**config.mk**
```make
export PLATFORM = sky130hd
export DESIGN_NAME = matrix_loader
export DESIGN_NICKNAME = d
export VERILOG_FILES = /design/src/rtl/matrix_loader_pkg.sv /design/src/rtl/matrix_loader_elem_packer.sv /design/src/rtl/matrix_loader.sv
export SDC_FILE = /design/constraint.sdc
export NUM_CORES = 1
export LEC_CHECK = 0
export BUFFER_PORTS_ARGS = -buffer_cell sky130_fd_sc_hd__buf_2
export CAP_MARGIN = 20
export CORE_MARGIN = 2
export CORE_UTILIZATION = 30
export DETAILED_ROUTE_END_ITERATION = 16
export PLACE_DENSITY = 0.51
export REMOVE_ABC_BUFFERS = 1
export SYNTH_ARGS = -nofsm -noshare
export SYNTH_HDL_FRONTEND = slang
export SYNTH_SLANG_ARGS = --single-unit
```
**constraint.sdc**
```tcl
create_clock -name clk -period 1.95 [get_ports clk]
set_input_delay 0.0975 -clock clk [delete_from_list [all_inputs] [get_ports clk]]
set_output_delay 0.0975 -clock clk [all_outputs]
set_load 0.02 [all_outputs]
```
**src/rtl/matrix_loader_pkg.sv**
```systemverilog
// rtl/matrix_loader_pkg.sv - shared sizes and FSM encoding for matrix_loader
`ifndef CLOG2
`define CLOG2(x) $clog2(x)
`endif

package matrix_loader_pkg;
  localparam int N     = 4;
  localparam int M     = 3;
  localparam int L     = 8;
  localparam int K     = 16;
  localparam int W     = `CLOG2(M);
  localparam int NW    = N * W;
  localparam int KB    = K / N;
  localparam int WORDS = L * K / N;
  localparam int AW    = `CLOG2(WORDS);
  localparam int SBW   = `CLOG2(KB + 1);
  localparam int EW    = (N > 1) ? `CLOG2(N) : 1;
  localparam int BW    = (KB > 1) ? `CLOG2(KB) : 1;
  localparam int RW    = (L > 1) ? `CLOG2(L) : 1;

  typedef enum logic [2:0] {IDLE, LOAD, FLUSH, KICK, WAIT} state_t;
endpackage

```
**src/rtl/matrix_loader_elem_packer.sv**
```systemverilog
// rtl/matrix_loader_elem_packer.sv - shifts W-bit elements into an N*W word, slot 0 in the low bits
module matrix_loader_elem_packer
  import matrix_loader_pkg::*;
(
  input  logic          clk,
  input  logic          rst,
  input  logic          accept,
  input  logic          last_slot,
  input  logic [W-1:0]  elem_data,
  output logic [NW-1:0] word,
  output logic          word_valid
);

  logic [NW-1:0] shift_q;
  logic [NW-1:0] shift_next;

  // New elements enter at the top so the first element of a word ends up in slot 0
  assign shift_next = {elem_data, shift_q[NW-1:W]};

  always_ff @(posedge clk or negedge rst) begin
    if (!rst) begin
      shift_q    <= '0;
      word       <= '0;
      word_valid <= 1'b0;
    end else begin
      word_valid <= accept && last_slot;
      if (accept) begin
        shift_q <= shift_next;
        if (last_slot) begin
          word <= shift_next;
        end
      end
    end
  end

endmodule

```
**src/rtl/matrix_loader.sv**
```systemverilog
// rtl/matrix_loader.sv - loads an LxK GF(M) matrix into the phase buffer and runs phase once
// Optional RANGE_CHECK_EN: out-of-field elements fail the load instead of starting phase.
module matrix_loader
  import matrix_loader_pkg::*;
(
  input  logic           clk,
  input  logic           rst,
  input  logic           load_start,
  input  logic           last_phase,
  input  logic [W-1:0]   in_data,
  input  logic           in_valid,
  output logic           in_ready,
  output logic           wr_en,
  output logic [AW-1:0]  wr_addr,
  output logic [NW-1:0]  data_out,
  output logic           phase_start,
  output logic [SBW-1:0] start_block,
  output logic           phase_last,
  input  logic           phase_done,
  input  logic           phase_fail,
  output logic           busy,
  output logic           done,
  output logic           fail
);

  state_t        state;
  state_t        state_next;
  logic [EW-1:0] elem;
  logic [BW-1:0] blk;
  logic [RW-1:0] row;
  logic [AW-1:0] next_addr;
  logic          accept;
  logic          last_slot;
  logic          blk_last;
  logic          row_last;
  logic          last_accept;
  logic          load_go;
  logic          done_next;
  logic          fail_next;
  logic          range_err;

  assign in_ready    = (state == LOAD);
  assign accept      = in_valid && in_ready;
  assign load_go     = (state == IDLE) && load_start;
  assign last_slot   = (elem == EW'(N - 1));
  assign blk_last    = (blk == BW'(KB - 1));
  assign row_last    = (row == RW'(L - 1));
  assign last_accept = accept && last_slot && blk_last && row_last;
  assign phase_start = (state == KICK);
  assign busy        = (state != IDLE);
  assign start_block = '0;

  matrix_loader_elem_packer u_packer (
    .clk        (clk),
    .rst        (rst),
    .accept     (accept),
    .last_slot  (last_slot),
    .elem_data  (in_data),
    .word       (data_out),
    .word_valid (wr_en)
  );

  // next_addr steps by L across column blocks and restarts at row+1 when a row ends
  always_ff @(posedge clk or negedge rst) begin
    if (!rst) begin
      elem       <= '0;
      blk        <= '0;
      row        <= '0;
      next_addr  <= '0;
      wr_addr    <= '0;
      phase_last <= 1'b0;
    end else if (load_go) begin
      elem       <= '0;
      blk        <= '0;
      row        <= '0;
      next_addr  <= '0;
      phase_last <= last_phase;
    end else if (accept) begin
      elem <= last_slot ? '0 : elem + EW'(1);
      if (last_slot) begin
        wr_addr <= next_addr;
        if (blk_last) begin
          blk       <= '0;
          row       <= row_last ? '0 : row + RW'(1);
          next_addr <= AW'(row) + AW'(1);
        end else begin
          blk       <= blk + BW'(1);
          next_addr <= next_addr + AW'(L);
        end
      end
    end
  end

`ifdef RANGE_CHECK_EN
  always_ff @(posedge clk or negedge rst) begin
    if (!rst) begin
      range_err <= 1'b0;
    end else if (load_go) begin
      range_err <= 1'b0;
    end else if (accept && (int'(in_data) >= M)) begin
      range_err <= 1'b1;
    end
  end
`else
  assign range_err = 1'b0;
`endif

  always_comb begin
    state_next = state;
    done_next  = 1'b0;
    fail_next  = 1'b0;
    case (state)
      IDLE:  if (load_start) state_next = LOAD;
      LOAD:  if (last_accept) state_next = FLUSH;
      FLUSH: begin
        if (range_err) begin
          fail_next  = 1'b1;
          state_next = IDLE;
        end else begin
          state_next = KICK;
        end
      end
      KICK:  state_next = WAIT;
      WAIT: begin
        if (phase_fail) begin
          fail_next  = 1'b1;
          state_next = IDLE;
        end else if (phase_done) begin
          done_next  = 1'b1;
          state_next = IDLE;
        end
      end
      default: state_next = IDLE;
    endcase
  end

  always_ff @(posedge clk or negedge rst) begin
    if (!rst) begin
      state <= IDLE;
      done  <= 1'b0;
      fail  <= 1'b0;
    end else begin
      state <= state_next;
      done  <= done_next;
      fail  <= fail_next;
    end
  end

endmodule

```
=== Word-level counts from Yosys, hierarchy flattened ===
Cells that the tools add are included.

* Word-level logic and storage cells: 69
* Output and inout bits: 23
* Input bits: 9
* Flip-flop bits (word level): 40

* Eq/ne operators: 10
* Multiplexer cells: 26
* Bitwise logic cells: 1
* Add/sub/neg operators: 5
* Reduce and logical (&&, ||, !) cells: 15

{| class="wikitable"
|+ Operators by type and width
! cell !! number
|-
| 3-bit two-way mux || 9
|-
| 5-bit two-way mux || 4
|-
| 3-bit one-hot mux with 5 select lines || 1
|-
| 2-bit two-way mux || 7
|-
| 3-bit AND reduction || 3
|-
| 3-bit by 2-bit equality test with 1-bit output, second input constant || 2
|-
| 3-bit equality test, second input constant || 2
|-
| 2-bit nonzero test || 3
|-
| 5-bit by 4-bit adder with 5-bit output, second input constant || 1
|-
| 1-bit logical AND || 5
|-
| 1-bit two-way mux || 5
|-
| 2-bit by 1-bit adder with 2-bit output, second input constant || 2
|-
| 3-bit by 1-bit adder with 4-bit output, second input constant || 1
|-
| 2-bit equality test, second input constant || 2
|-
| 2-bit AND reduction || 2
|-
| 3-bit by 1-bit adder with 3-bit output, second input constant || 1
|-
| 3-bit by 1-bit equality test with 1-bit output, second input constant || 1
|-
| 3-bit zero test || 1
|-
| 3-bit inequality test, second input constant || 1
|-
| 3-bit nonzero test || 1
|-
| 2-bit by 1-bit inequality test with 1-bit output, second input constant || 1
|-
| 2-bit inequality test, second input constant || 1
|-
| 1-bit NOT || 1
|}

=== Depth between registers and ports, before layout ===
* Depth in word-level cells: 7
* Depth in mapped cells: 6
* Depth with buffers taken out: 4

=== Hierarchy ===
Synthesis repeated with hierarchy kept, for this count alone.

* Cell total of the unflattened synthesis: 135
* Area, all modules: 1,711.6 um^2

{| class="wikitable"
|+ By module, submodules not included
! module !! area each (um^2) !! instances !! sequential area each (um^2) !! cells each
|-
| matrix_loader || 1,113.6 || 1 || 575.6 || 103
|-
| matrix_loader_elem_packer || 598.1 || 1 || 375.4 || 32
|}

=== Least setup slack after synthesis ===
Ideal clock, no wire load.

* Path type: register -> register
* From: reg state[1]
* To: reg u_packer.word[0]
* Required time: 1.825 ns
* Buffers on the path: 3
* Path slack: 0.441 ns
* Cell stages (with the launch flop): 7
* Data arrival time: 1.384 ns
* Period minus slack after synthesis: 1.509 ns
* Library setup time: 0.125 ns
* Cell sequence: dfrtp_1 -> buf_2 -> and4bb_1 -> buf_6 -> nand2_4 -> buf_6 -> mux2_4

* Word-level cells in the longest chain between the ends: 3

{| class="wikitable"
|+ RTL lines
! what !! line !! RTL
|-
| from (decl) || matrix_loader.sv:26 || <nowiki>state_t state;</nowiki>
|-
| from (signal assigned) || matrix_loader.sv:143 || <nowiki>state <= state_next;</nowiki>
|-
| 3-bit by 1-bit equality test with 1-bit output || matrix_loader.sv:42 || <nowiki>assign in_ready = (state == LOAD);</nowiki>
|-
| 1-bit logical AND || matrix_loader.sv:43 || <nowiki>assign accept = in_valid && in_ready;</nowiki>
|-
| 2-bit AND reduction (no source line) || n/a ||
|-
| to (signal assigned) || matrix_loader_elem_packer.sv:30 || <nowiki>word <= shift_next;</nowiki>
|-
| to (decl) || matrix_loader_elem_packer.sv:10 || <nowiki>output logic [NW-1:0] word,</nowiki>
|}

Every way passes these cells.
A chain may end at the register's enable or synchronous reset.

=== Worst setup path in the final report ===
* From: reg state[2]
* To: reg wr_addr[1]

* Word-level cells in the longest chain between the ends: 4
* Elaborated cells on any way between the ends: 6
* Classes of those cells: 1 x eq/ne; 1 x bitwise; 4 x reduce/logical

{| class="wikitable"
|+ RTL lines
! what !! line !! RTL
|-
| 3-bit zero test || matrix_loader.sv:44 || <nowiki>assign load_go = (state == IDLE) && load_start;</nowiki>
|-
| 1-bit logical AND || matrix_loader.sv:44 ||
|-
| 1-bit NOT (no source line) || n/a ||
|-
| 3-bit AND reduction (no source line) (*) || n/a ||
|-
| to (signal assigned) || matrix_loader.sv:81 || <nowiki>wr_addr <= next_addr;</nowiki>
|-
| to (decl) || matrix_loader.sv:14 || <nowiki>output logic [AW-1:0] wr_addr,</nowiki>
|}

Mark *: on every way between the ends. The rest lies on a longest branch, timed or not.

==> reports/summary.txt <==
Worst path slowest cell = dfrtp_1
Final Hold Vio Count = 0
Row count = 27
ANT nets after route = 0
Biggest area consumer among synthesized cells = dfrtp_1
Most common cell in the synthesized netlist = dfrtp_1
CP Class = flop to flop
Hold depth = 2
Dpl cells = 217
Status = finished clean
Final Core Density = 37.08%
Cell-by-cell trace of the critical path = and4bb_1, nand2_4, inv_2, mux2_2
Worst-margin pin slew = 0.8408 ns
CTS resizes = 0
Max_slew headroom = 43.95%
Seq/Total Area, Yosys = 56.42%
Synthesized flop and latch total = 38
CTS max path bufs = 2
Worst VDD drop = 0.4484 mV
Clock Sinks = 38
Drt wl/cell = 13.21 um
Cell family with most CP delay = simple AND/OR/NAND/NOR gates
Max cap viols = 0
Tot Pwr = 2.644 mW
# H-tree levels = 2
Post-route minimum period = 1.656 ns
Fin area = 2029 sq um
CTS tree = built
Final wirelength = 2999 um
Crit start category = flop
Hold Slack = 0.01919 ns
DP Worst Slack = 0.2954 ns
Hold EP = state[2]
Async set-reset flop share out of synthesis = 100.0%
Synth cell types = 35
Global-route wire length before repair = 5181 um
Clock skew = 0.001672 ns
Crit-path max cell delay = 0.50 ns
Core footprint = 5473 sq um
Buf+Inv Stages, Crit Path = 1
Dominant cells by area after synthesis = dfrtp_1, mux2_4, mux2_2, a22o_1, ha_1
LEAKAGE = 1.011 nW
Layout cells sized above 1 = 40.65%
Boundary Pins = 32
Netlist Area Pre-Place = 1685 sq um
Synth top area share = 56.42%
Worst R2R End = wr_addr[1]
Syn avg cell area = 13.81 sq um
Port-buffer cells = 28
DP HPWL = 2114 um
Detailed Route Iter0 Violations = 37
DIE HEIGHT = 78.95 um
Main synth FF type = dfrtp_1
Die X = 78.95 um
Fmax = 0.6037 GHz
Critical Path Stages = 4
PD cells = 1303 nW/um^2
Period utilisation layout = 84.94%
GRT Util Overall = 10.69%
Num CTS Buffers = 5
Worst EP arrival = 1.83 ns
Most frequent cells after synthesis = dfrtp_1, mux2_2, mux2_4
GPL Wtd Cong = 0.7901
Unrepaired setup endpoints after global routing = false
Remaining Overflow, GRT = 0
Initial antenna violation count = 0
Fin nets = 167
Final Max Slew Viols = 0
Worst setup margin = 0.2937 ns
WP data required = 2.12 ns
Finish-stage setup viols = 0
Drt pass-1 iters = 4
Kind of end point of the critical path = flop
Non-filler cells, final = 227
Vias in the first global route = 1056
Post-DP Area = 1867 sq um
Clk slew on worst S/H paths = 0.07 ns
CP Max Fanout = 12
Via density = 4.555
Largest net degree at the start of global routing = 39
Clock Latency Late Sink = 0.28 ns
DIE AREA = 6233 sq um
Setup tns final = 0 ns
Antenna diodes = 0
Worst r2r path cells = 4
YS warnings = 0
Total number of vias = 1034
Worst hold path class = input port to flop
Synthesis-to-finish area growth = 20.42%
Cell count after synthesis = 122
Root Driver = clkbuf_8
Initial Util = 30.80%
Reg2reg start = state[2]
DRC viols = 0
R2R setup slack = 0.29 ns
Number of flops mapped to enable cells by yosys = 0
Hold Path Origin = phase_done
-- worst reg2reg max path, delay by kind of cell (launching register included) --
kind	cells	cell delay [ns]
multiplexers	1	0.34
AND/OR/NAND/NOR	2	0.56
flip-flops	1	0.50
buffers and inverters	1	0.16
-- state kept, by name (all words and copies together), names as in the netlist --
register and flops:
u_packer.shift_q 6, done 1, state 3, blk 2
wr_addr 5, fail 1, next_addr 5, u_packer.word_valid 1
phase_last 1, row 3, u_packer.word 8, elem 2
-- area by class of cell --
cell class                      count  area, sq um
Clock inverter                      2        60.06
Tap cell                           72        90.09
Clock buffer                        6        82.58
Multi-Input combinational cell     73        655.6
Sequential cell                    38        950.9
Timing Repair Buffer               32        175.2
Inverter                            4        15.01
Fill cell                         550         3443
-- worst max path at each step --
stage	startpoint	end	slack (ns)
detailed placement	state[2]	wr_addr[1]	0.30
floorplan	state[2]	wr_addr[0]	0.21
global placement	state[2]	wr_addr[1]	0.33
CTS	state[2]	wr_addr[1]	0.28
finish	state[2]	wr_addr[1]	0.29
global route	state[2]	wr_addr[0]	0.18
-- routing by layer --
layer | vias up | track usage [%] | part of all wire [%]
li1 | 501 | - | -
met1 | 510 | 13.44 | 46
met2 | 20 | 17.69 | 51
met3 | 3 | 2.045 | 3.1
met4 | 0 | 5.172 | 0.77
met5 | - | 0 | 0
-- where the power goes --
part           total (mW)  switching (mW)  internal (mW)
clock network       0.818           0.272          0.546
registers            1.11           0.125          0.987
logic               0.714           0.362          0.352
-- placed cells by master, fill, tap and decap left out, drive strengths merged --
cell type | synthesis | final
or4 | 1 | 1
nor2 | 4 | 4
nand3b | 1 | 1
o21ai | 2 | 2
a21o | 1 | 1
buf | 9 | 30
mux2 | 20 | 20
a32o | 1 | 1
and3 | 2 | 2
and4bb | 1 | 1
nor3b | 2 | 2
dlygate4sd3 | 0 | 2
o2bb2ai | 1 | 1
ha | 4 | 4
inv | 4 | 4
nand2b | 1 | 1
nor4b | 1 | 1
or3 | 2 | 2
nand4 | 2 | 2
a21bo | 1 | 1
clkbuf | 0 | 6
nor3 | 1 | 1
nand4bb | 1 | 1
conb | 1 | 3
nand2 | 6 | 6
a21oi | 5 | 5
nand4b | 1 | 1
a31oi | 1 | 1
bufinv | 0 | 2
o22ai | 1 | 1
dfrtp | 38 | 38
a22o | 6 | 6
o32ai | 1 | 1
-- kinds of logic (layout without fill, tap and decap cells) --
family          Yosys count  count (layout)  synth area share [%]
flops                    38              38                 56.42
simple gates             26              26                 10.69
compound gates           20              20                 8.983
mux                      20              20                 15.59
buf+inv                  13              44                 5.122
fa+ha+maj                 4               4                 2.970
other cells               1               3                0.2225
-- timing repair --
| item | 4_1_cts | 5_1_grt |
|---|---|---|
| hold buffers | 2 | 0 |
| buffers inserted | 0 | 0 |
| endpoints found under the hold margin | 39 | 0 |
(Power assumes the default switching activity.)
